`src/rtl/hilo_mdu_ctrl.sv`:
```
// Iterative multiply/divide sequencer for the HI/LO register pair.
// Runs a 32-step shift-add multiply or restoring divide on operand magnitudes.
// It then applies sign correction and issues a single write strobe toward hilo_reg.
module hilo_mdu_ctrl #(
  parameter int unsigned Width = 32,
  parameter int unsigned CntW  = 6
) (
  input  logic             clk,
  input  logic             rst,
  input  logic             start_i,
  input  logic [1:0]       op_i,
  input  logic [Width-1:0] a_i,
  input  logic [Width-1:0] b_i,
  input  logic             cancel_i,
  output logic             stall_o,
  output logic             busy_o,
  output logic             done_o,
  output logic             hilo_we_o,
  output logic [Width-1:0] hi_o,
  output logic [Width-1:0] lo_o
);

  typedef enum logic [1:0] {StIdle, StBusy, StFix, StDone} state_e;

  localparam logic [CntW-1:0] LastCnt = CntW'(Width - 1);

  state_e            state_q, state_d;
  logic [CntW-1:0]   cnt_q, cnt_d;
  logic              div_q, div_d;
  logic              sa_q, sa_d;
  logic              sb_q, sb_d;
  logic [Width-1:0]  a_q, a_d;
  logic [Width-1:0]  b_q, b_d;
  logic [Width-1:0]  acc_hi_q, acc_hi_d;
  logic [Width-1:0]  acc_lo_q, acc_lo_d;
  logic [Width-1:0]  hi_q, hi_d;
  logic [Width-1:0]  lo_q, lo_d;

  logic              a_neg, b_neg;
  logic [Width-1:0]  a_abs, b_abs;
  logic [Width:0]    mul_sum, rem_sh, diff;
  logic [Width-1:0]  step_hi, step_lo;
  logic [2*Width-1:0] prod, prod_fix;
  logic [Width-1:0]  fix_hi, fix_lo;

  // Operand magnitudes; unsigned ops (op_i[0]=1) keep raw values.
  always_comb begin
    a_neg = ~op_i[0] & a_i[Width-1];
    b_neg = ~op_i[0] & b_i[Width-1];
    a_abs = a_neg ? -a_i : a_i;
    b_abs = b_neg ? -b_i : b_i;
  end

  // One loop iteration: LSB-first shift-add for MUL, restoring step for DIV.
  always_comb begin
    mul_sum = {1'b0, acc_hi_q} + (acc_lo_q[0] ? {1'b0, b_q} : '0);
    rem_sh  = {acc_hi_q, acc_lo_q[Width-1]};
    diff    = rem_sh - {1'b0, b_q};
    if (!div_q) begin
      step_hi = mul_sum[Width:1];
      step_lo = {mul_sum[0], acc_lo_q[Width-1:1]};
    end else if (!diff[Width]) begin
      step_hi = diff[Width-1:0];
      step_lo = {acc_lo_q[Width-2:0], 1'b1};
    end else begin
      step_hi = rem_sh[Width-1:0];
      step_lo = {acc_lo_q[Width-2:0], 1'b0};
    end
  end

  // Sign correction of the magnitude result; divide by zero forces hi=a, lo=all-ones.
  always_comb begin
    prod     = {acc_hi_q, acc_lo_q};
    prod_fix = (sa_q ^ sb_q) ? -prod : prod;
    if (!div_q) begin
      fix_hi = prod_fix[2*Width-1:Width];
      fix_lo = prod_fix[Width-1:0];
    end else if (b_q == '0) begin
      fix_hi = sa_q ? -a_q : a_q;
      fix_lo = '1;
    end else begin
      fix_hi = sa_q ? -acc_hi_q : acc_hi_q;
      fix_lo = (sa_q ^ sb_q) ? -acc_lo_q : acc_lo_q;
    end
  end

  // Sequencer next-state, datapath updates and handshake outputs.
  always_comb begin
    state_d   = state_q;
    cnt_d     = cnt_q;
    div_d     = div_q;
    sa_d      = sa_q;
    sb_d      = sb_q;
    a_d       = a_q;
    b_d       = b_q;
    acc_hi_d  = acc_hi_q;
    acc_lo_d  = acc_lo_q;
    hi_d      = hi_q;
    lo_d      = lo_q;
    stall_o   = 1'b0;
    done_o    = 1'b0;
    hilo_we_o = 1'b0;
    case (state_q)
      StIdle: begin
        if (start_i && !cancel_i) begin
          stall_o  = 1'b1;
          div_d    = op_i[1];
          sa_d     = a_neg;
          sb_d     = b_neg;
          a_d      = a_abs;
          b_d      = b_abs;
          acc_hi_d = '0;
          acc_lo_d = a_abs;
          cnt_d    = '0;
          state_d  = StBusy;
        end
      end
      StBusy: begin
        stall_o = 1'b1;
        if (cancel_i) begin
          state_d = StIdle;
        end else begin
          acc_hi_d = step_hi;
          acc_lo_d = step_lo;
          cnt_d    = cnt_q + CntW'(1);
          if (cnt_q == LastCnt) state_d = StFix;
        end
      end
      StFix: begin
        stall_o = 1'b1;
        if (cancel_i) begin
          state_d = StIdle;
        end else begin
          hi_d    = fix_hi;
          lo_d    = fix_lo;
          state_d = StDone;
        end
      end
      StDone: begin
        // start_i here still belongs to the finishing instruction.
        done_o    = 1'b1;
        hilo_we_o = ~cancel_i;
        state_d   = StIdle;
      end
      default: state_d = StIdle;
    endcase
  end

  // State and datapath registers, cleared by asynchronous active-low reset.
  always_ff @(posedge clk or negedge rst) begin
    if (!rst) begin
      state_q  <= StIdle;
      cnt_q    <= '0;
      div_q    <= 1'b0;
      sa_q     <= 1'b0;
      sb_q     <= 1'b0;
      a_q      <= '0;
      b_q      <= '0;
      acc_hi_q <= '0;
      acc_lo_q <= '0;
      hi_q     <= '0;
      lo_q     <= '0;
    end else begin
      state_q  <= state_d;
      cnt_q    <= cnt_d;
      div_q    <= div_d;
      sa_q     <= sa_d;
      sb_q     <= sb_d;
      a_q      <= a_d;
      b_q      <= b_d;
      acc_hi_q <= acc_hi_d;
      acc_lo_q <= acc_lo_d;
      hi_q     <= hi_d;
      lo_q     <= lo_d;
    end
  end

  assign busy_o = (state_q != StIdle);
  assign hi_o   = hi_q;
  assign lo_o   = lo_q;

endmodule
```
`config.mk`:
```
export PLATFORM = sky130hd
export DESIGN_NAME = hilo_mdu_ctrl
export DESIGN_NICKNAME = d
export VERILOG_FILES = /design/src/rtl/hilo_mdu_ctrl.sv
export SDC_FILE = /design/constraint.sdc
export NUM_CORES = 1
export LEC_CHECK = 0
export ABC_AREA = 1
export CORE_MARGIN = 1.5
export CORE_UTILIZATION = 37
export CTS_BUF_LIST = sky130_fd_sc_hd__clkbuf_8 sky130_fd_sc_hd__clkbuf_16
export DETAILED_ROUTE_END_ITERATION = 12
export GPL_TIMING_DRIVEN = 0
export HOLD_SLACK_MARGIN = 0.08
export REMOVE_ABC_BUFFERS = 1
export SKIP_LAST_GASP = 1
export SYNTH_ARGS = -nofsm -noshare
export SYNTH_HDL_FRONTEND = slang
export SYNTH_SLANG_ARGS = --single-unit
export TNS_END_PERCENT = 1
```
`constraint.sdc`:
```
create_clock -name clk -period 3.7 [get_ports clk]
set_input_delay 0.74 -clock clk [delete_from_list [all_inputs] [get_ports clk]]
set_output_delay 0.74 -clock clk [all_outputs]
set_load 0.03 [all_outputs]
```
; ---- Word level (Yosys, flattened, before mapping)
; Index checks and enable logic that the tools add are counted.
[word_totals]
input_bits = 70
regBits = 203
elab_cells = 76
[classes]
n_reduce_logical = 11
muxes = 33
n_eq_ne = 7
addsub = 9
bitwise_logic = 5
[op_table]
columns = op, count
row1 = 2-to-1 mux 32 bit, 17
row2 = negator 32 bit, 5
row3 = case mux 32 bit (2 select lines), 2
row4 = 2-to-1 mux 64 bit, 1
row5 = negator 64 bit, 1
row6 = adder 32 x 32 -> 33 bit, 1
row7 = subtractor 33 x 32 -> 33 bit, 1
row8 = logical NOT 32 bit, 1
row9 = 2-to-1 mux 6 bit, 2
row10 = case mux 6 bit (2 select lines), 1
row11 = 2-to-1 mux 2 bit, 4
row12 = case mux 2 bit (4 select lines), 1
row13 = "adder 6 x 1 -> 6 bit, second input constant", 1
row14 = "equality test 6 x 5 -> 1 bit, second input constant", 1
row15 = AND reduction 2 bit, 3
row16 = "equality test 2 bit, second input constant", 2
row17 = 2-to-1 mux 1 bit, 4
row18 = "inequality test 2 bit, second input constant", 2
row19 = nonzero test 2 bit, 2
row20 = "inequality test 3 bit, second input constant", 1
row21 = AND reduction 3 bit, 1
row22 = bitwise AND 1 bit, 2
row23 = "equality test 2 x 1 -> 1 bit, second input constant", 1
row24 = logical NOT 2 bit, 1
row25 = 6 further kinds, 7

; ---- Longest topological paths before layout
; Gate-level depths: netlist of the first run.
[logic_depth]
ltp_word = 5
ltp_mapped = 22
mapped_depth_nobuf = 20

; ---- Worst setup path before layout of the first run
; Ideal clock, no wire load.
[synth_timing]
path_type = reg2out
from = reg state_q[0]
to = out stall_o
setup_slack_ns = 1.088
arrival_time_ns = 1.872
required_time_ns = 2.960
path_stages_with_launch = 8
path_buffers = 2
path_cell_list = dfrtp_1 -> inv_1 -> ha_1 -> inv_1 -> nor2_1 -> clkbuf_1 -> buf_1 -> o21a_1
[synth_via]
elab_chain_cells = 3
[synth_rtl]
columns = item, line_no
row1 = start: declaration, 27  ; state_e state_q, state_d;
row2 = start signal: assignment, 152  ; state_q <= StIdle;
row3 = start signal: assignment, 164  ; state_q <= state_d;
row4 = equality test 2 bit or equality test 2 x 1 -> 1 bit (tied branches), 103  ; case (state_q)
row5 = OR reduction 2 bit (no line), n/a
row6 = case mux 1 bit (2 select lines) (*), 103
row7 = end: declaration, 15  ; output logic stall_o,
; Mark *: on every way between the ends. The rest lies on a longest branch, timed or not.

; ---- Worst setup path in the final report of the first run
[layout_timing]
from = reg b_q[1]
to = reg hi_q[8], in the netlist hi_o[8]
[layout_via]
elab_chain_cells = 3
[layout_rtl]
columns = item, line_no
row1 = start: declaration, 33  ; logic [Width-1:0] b_q, b_d;
row2 = start signal: assignment, 158  ; b_q <= '0;
row3 = start signal: assignment, 170  ; b_q <= b_d;
row4 = logical NOT 32 bit, 78  ; end else if (b_q == '0) begin
row5 = 2-to-1 mux 32 bit, 78
row6 = 2-to-1 mux 32 bit, 75  ; if (!div_q) begin
row7 = end signal: assignment, 173  ; hi_q <= hi_d;
row8 = end: declaration, 36  ; logic [Width-1:0] hi_q, hi_d;
; No other way between the ends.
; A chain may end at the register's enable or synchronous reset.

==> results of run 1 <==
==> power by group <==
part,internal [W],switching [W]
Sequential,0.00325,0.00196
Combinational,0.00493,0.0101
Clock,0.00143,0.00110
==> flip-flops by register name, indices dropped and copies added, names as in the netlist <==
register / cells
a_q: 32
acc_hi_q: 32
acc_lo_q: 32
b_q: 32
hi_o: 32
lo_o: 32
cnt_q: 6
state_q: 2
div_q: 1
sa_q: 1
sb_q: 1
==> layer usage <==
layer	wire length (um)	GRT usage [%]
met3	7580	3.95
met5	0	0
met1	38300	43.3
met4	2210	7.49
met2	31500	39.8
==> area by class of cell <==
type	count	area, sq um	area share, %
multi-input combinational	2598	12700	56.0
sequential	203	5090	22.3
inverter	451	1700	7.47
timing repair buffer	147	1540	6.77
tap	688	861	3.78
clock buffer	31	708	3.11
clock inverter	15	118	0.516
timing repair inverter	2	12.5	0.0549
==> placed cells by master (no fill, tap or decap), drive strengths merged, types with 7 or more instances in the layout <==
| master | netlist | final |
|---|---|---|
| nand3 | 294 | 294 |
| o21bai | 13 | 13 |
| ha | 74 | 74 |
| buf | 52 | 11 |
| clkbuf | 55 | 31 |
| o21ai | 223 | 223 |
| xnor2 | 16 | 16 |
| inv | 449 | 452 |
| clkinvlp | 0 | 7 |
| nand3b | 10 | 10 |
| a21oi | 182 | 182 |
| clkdlybuf4s50 | 0 | 136 |
| clkinv | 2 | 8 |
| o22ai | 13 | 13 |
| dfrtp | 203 | 203 |
| nor2 | 382 | 385 |
| o221ai | 17 | 17 |
| or2 | 20 | 20 |
| o211ai | 7 | 7 |
| xor2 | 87 | 87 |
| nor3 | 34 | 34 |
| nand4 | 57 | 57 |
| nand2 | 1130 | 1130 |
| a31oi | 7 | 7 |
==> repair_timing <==
action                                  CTS  global route
setup buffers                             4             0
endpoints found under the setup margin   70            37
pin swaps                                 2             0
gates cloned                              4             1
gates resized for setup                   6             4
==> kinds of logic after synthesis <==
family                     after synthesis  share of synthesized area (%)
AOI/OAI and AO/OA                      479                           13.1
xor gates and xnor gates               103                           4.56
adders and majority gates               76                           4.84
buffers and inverters                  558                           11.0
DFF                                    203                           25.4
and+or+nand+nor                       1937                           41.0
==> through the flow <==
| step | power, W | cell area (sq um) |
|---|---|---|
| after floorplan | 0.0145 | 19500 |
| after global placement | 0.0196 | 21700 |
| after detailed placement | 0.0196 | 21900 |
| after CTS | 0.0223 | 22800 |
| after global routing | 0.0245 | 22800 |
| final | 0.0228 | 22800 |
==> path summary, 6_finish.rpt <==
path / start / endpoint / slack [ns] / cells past startpoint
worst min-delay path: rst / b_q[27] / 0.17 / 1
min in group clk: hi_o[26] / hi_o[26] / 0.48 / 2
worst min register to register: hi_o[26] / hi_o[26] / 0.48 / 2
worst max-delay path: b_q[1] / hi_o[8] / -0.17 / 10
max in group asynchronous: rst / lo_o[31] / 2.43 / 2
worst max register to register: b_q[1] / hi_o[8] / -0.17 / 10
==> metrics.txt, run 1 <==
cell family with most CP delay simple AND/OR/NAND/NOR gates; max incr delay on CP between 0.9 and 1 ns; CTS buffer count 25; initial antenna violation count 0; layout cells sized above 1 under 10%; EDFF count, synth 0; hold_buf cts 0; Final WS setup -0.171 ns; GR Overflow Total 0; Max Clock Freq 0.258 GHz; max-slew violation count 0; sequential fraction of the synthesis area between 20% and 30%; Final Net Count roughly 3600; clk sink count between 200 and 250; Initial Util a little under two fifths; DRC viols 0; max-cap viol count 0; WP data required approximately 4.2 ns; n_diodes 0; Yosys reg bits just over 200; mean routed wirelength per cell between 15 and 20 um; number of instances in the placed design approximately 4100; Buf+Inv Stages, Crit Path 2; crit path time final a little under 4 ns; Setup CP Type reg2reg; Yosys top cell by area dfrtp_1; Hold Violations, Final 0; Total Wirelength ~80 mm; Yosys top cell area share about 25%; worst-path fanout max 36; pin count of the biggest net entering global routing 110; Vias/cell 5.34; Worst slew margin between 10% and 20%; Sum Neg Setup Slack -0.677 ns; post-synthesis cell area roughly 20000 sq um; Root Driver clkbuf_16; most common cell in the netlist nand2_1; synth top area cells dfrtp_1, nand2_1, inv_1, nand3_1, nor2_1; pwr dens approximately 1000 nW/um^2; Gate Count Post-Synth 3356; dpl ws -2.46 ns; deepest clock path buffer count 3; RSZ-0062 raised after global routing yes; Setup Viol. Count Final 7; final core area utilization 43.0%; crit share post-route 105%; Clock transition at path regs approximately 0.060 ns; Core Area about 53000 sq um; total vias in the final route roughly 22000; critical path data arrival time about 4.3 ns; static leakage roughly 12 nW; area grow syn2layout 14.1%; Slowest cell on crit path nor2_4; Final Non-Filler Cells slightly above 4000; CTS tree done; ys flop type dfrtp_1; HP Class in2async; Initial DRC Count between 2000 and 2500; CP most frequent cell a21oi_1; final worst clock skew ~0.019 ns; Site Rows 84; antenna-violating nets left 0; worst-margin pin slew roughly 1.3 ns; total iterations of the first detailed-routing run 6; Commonest cells post-synth nand2_1, inv_1, nor2_1, nand3_1, o21ai_0; failing checks setup timing; crit path capture type flip-flop; IO Count around 140; Async SR Flop Fraction between 90% and 100%; Max VDD drop 498 uV; clock latency on the worst-skew pair 0.59 ns; Final HPWL DP between 60 and 70 mm; outcome finished with violations; H-tree depth 1; Die Span X about 240 um; global-route wire length before repair ~120 mm; Syn Area/Cell 5.95 sq um; Routability Congestion between 0.9 and 1; vias in the first global route ~20000; Die ar. roughly 55000 sq um; IO buf count about 140; startpoint types flip-flop; GR Util All Layers between 20% and 30%; Critical Path, Cell by Cell inv_1 > nand4_1 > nor2_1 > nand2_1 > nor2_4 > clkinvlp_4 > nand3_1 > o21ai_0 > a21oi_1 > a21oi_1; synth unique cells between 50 and 60; hold slack ~0.17 ns; die height around 240 um; Yosys warnings 0; fillcell total 5873
(Power assumes the default switching activity.)
==> inputs of run 2 (changes only) <==
CORE_UTILIZATION = 30   (was 37)
==> metrics.txt, run 2 (synthesized netlist as in run 1, its figures left out) <==
worst-path fanout max 35; initial antenna violation count 0; most common cell after layout, fill and taps aside nand2_1; fillcell total ~7400; deepest clock path buffer count 3; area grow syn2layout 15.1%; Root Driver clkbuf_16; vias in the first global route 19700; total iterations of the first detailed-routing run 6; GR Util All Layers a little under a quarter; Setup Viol. Count Final 4; HP Class in2async; CTS buffer count 24; IO buf count between 100 and 150; Worst slew margin roughly an eighth; Hold Violations, Final 0; startpoint types flip-flop; pwr dens slightly below 1000 nW/um^2; Max VDD drop approximately 380 uV; GR Overflow Total 0; RSZ-0062 raised after global routing yes; Setup CP Type reg2reg; final worst clock skew roughly 0.024 ns; final core area utilization 34.9%; global-route wire length before repair between 100 and 150 mm; DRC viols 0; CTS tree done; failing checks setup timing; Final WS setup -0.140 ns; pin count of the biggest net entering global routing between 100 and 150; clk sink count 203; crit share post-route 104%; Initial Util between 30% and 40%; Site Rows 94; clock latency on the worst-skew pair just under 0.6 ns; WP data required around 4.1 ns; antenna-violating nets left 0; Final HPWL DP between 60 and 70 mm; Die ar. between 60000 and 70000 sq um; critical path data arrival time roughly 4.3 ns; mean routed wirelength per cell between 15 and 20 um; static leakage around 12 nW; total vias in the final route approximately 22000; Total Wirelength between 80 and 90 mm; n_diodes 0; IO Count 138; outcome finished with violations; most frequent cells in the layout nand2_1, inv_1, nor2_1, nand3_1, o21ai_0; layout cells sized above 1 roughly 4.9%; Initial DRC Count between 2000 and 3000; Vias/cell 5.13; Clock transition at path regs ~0.07 ns; Max Clock Freq 0.260 GHz; PnR Total Power 0.0228 W; crit path capture type flip-flop; Die Span X between 200 and 300 um; die height 261 um; hold slack roughly 0.12 ns; max-cap viol count 0; H-tree depth 1; dpl ws -2.52 ns; Final Net Count ~3600; Routability Congestion about 1; worst-margin pin slew approximately 1.3 ns; Core Area between 60000 and 70000 sq um; crit path time final about 3.8 ns; max-slew violation count 0
==> run 2: cell type report <==
class                           instances  area [sq um]  share of cell area (%)
Inverter                              451          1700                    7.38
Multi-Input combinational cell       2598         12700                    55.5
Tap cell                              864          1080                    4.71
Clock buffer                           29           669                    2.91
Clock inverter                         15           170                   0.741
Timing Repair Buffer                  145          1530                    6.64
Timing Repair inverter                  1          5.00                  0.0218
Sequential cell                       203          5090                    22.1
==> run 2: path summary, 6_finish.rpt <==
path	startpoint	endpoint	slack, ns	depth (start not counted)
setup reg to reg	b_q[1]	hi_o[9]	-0.14	10
min in group clk	hi_o[17]	hi_o[17]	0.48	2
hold reg to reg	hi_o[17]	hi_o[17]	0.48	2
setup / recovery	b_q[1]	hi_o[9]	-0.14	10
max in group asynchronous	rst	acc_lo_q[0]	2.48	2
hold / removal	rst	b_q[27]	0.12	1
==> run 2: metrics by stage <==
stage | cell area [sq um] | TNS [ns] | std cells
floorplan | 19500 | -173.54 | 3249
global placement | 21900 | -2245.46 | 4250
detailed placement | 22100 | -131.31 | 4256
CTS | 23000 | 0 | 4305
global route | 23000 | -2.15 | 4306
finish | 23000 | -0.359 | 4306
==> run 2: power by group <==
part / internal, W / total [W] / switching [W]
logic: 0.00493 / 0.0151 / 0.0102
registers: 0.00325 / 0.00515 / 0.00190
clock network: 0.00150 / 0.00258 / 0.00108
total: 0.00968 / 0.0228 / 0.0131
==> run 2: repair_timing <==
action	4_1_cts	5_1_grt
pin swaps	1	1
hold buffers	0	0
endpoints found under the setup margin	70	25
gates cloned	3	1
buffers inserted	2	0
gates resized for setup	6	0
==> run 2: per-layer routing <==
layer / vias to the layer above / global-route usage (%) / routed length (um) / part of all wire (%)
li1: 10900 / - / - / -
met1: 10200 / 35.8 / 38600 / 47
met2: 893 / 34.7 / 33900 / 42
met3: 108 / 2.27 / 6720 / 8.2
met4: 0 / 6.36 / 2290 / 2.8
met5: - / 0 / 0 / 0
==> run 2: critical path, cell delays in order (launching register included) <==
cell,delay [ns]
dfrtp_1,0.47
inv_1,0.21
nand4_1,0.15
nor2_1,0.12
nand2_1,0.14
nor2_4,0.80
inv_1,0.79
nand3_1,0.36
o21ai_0,0.33
a21oi_1,0.22
a21oi_1,0.09
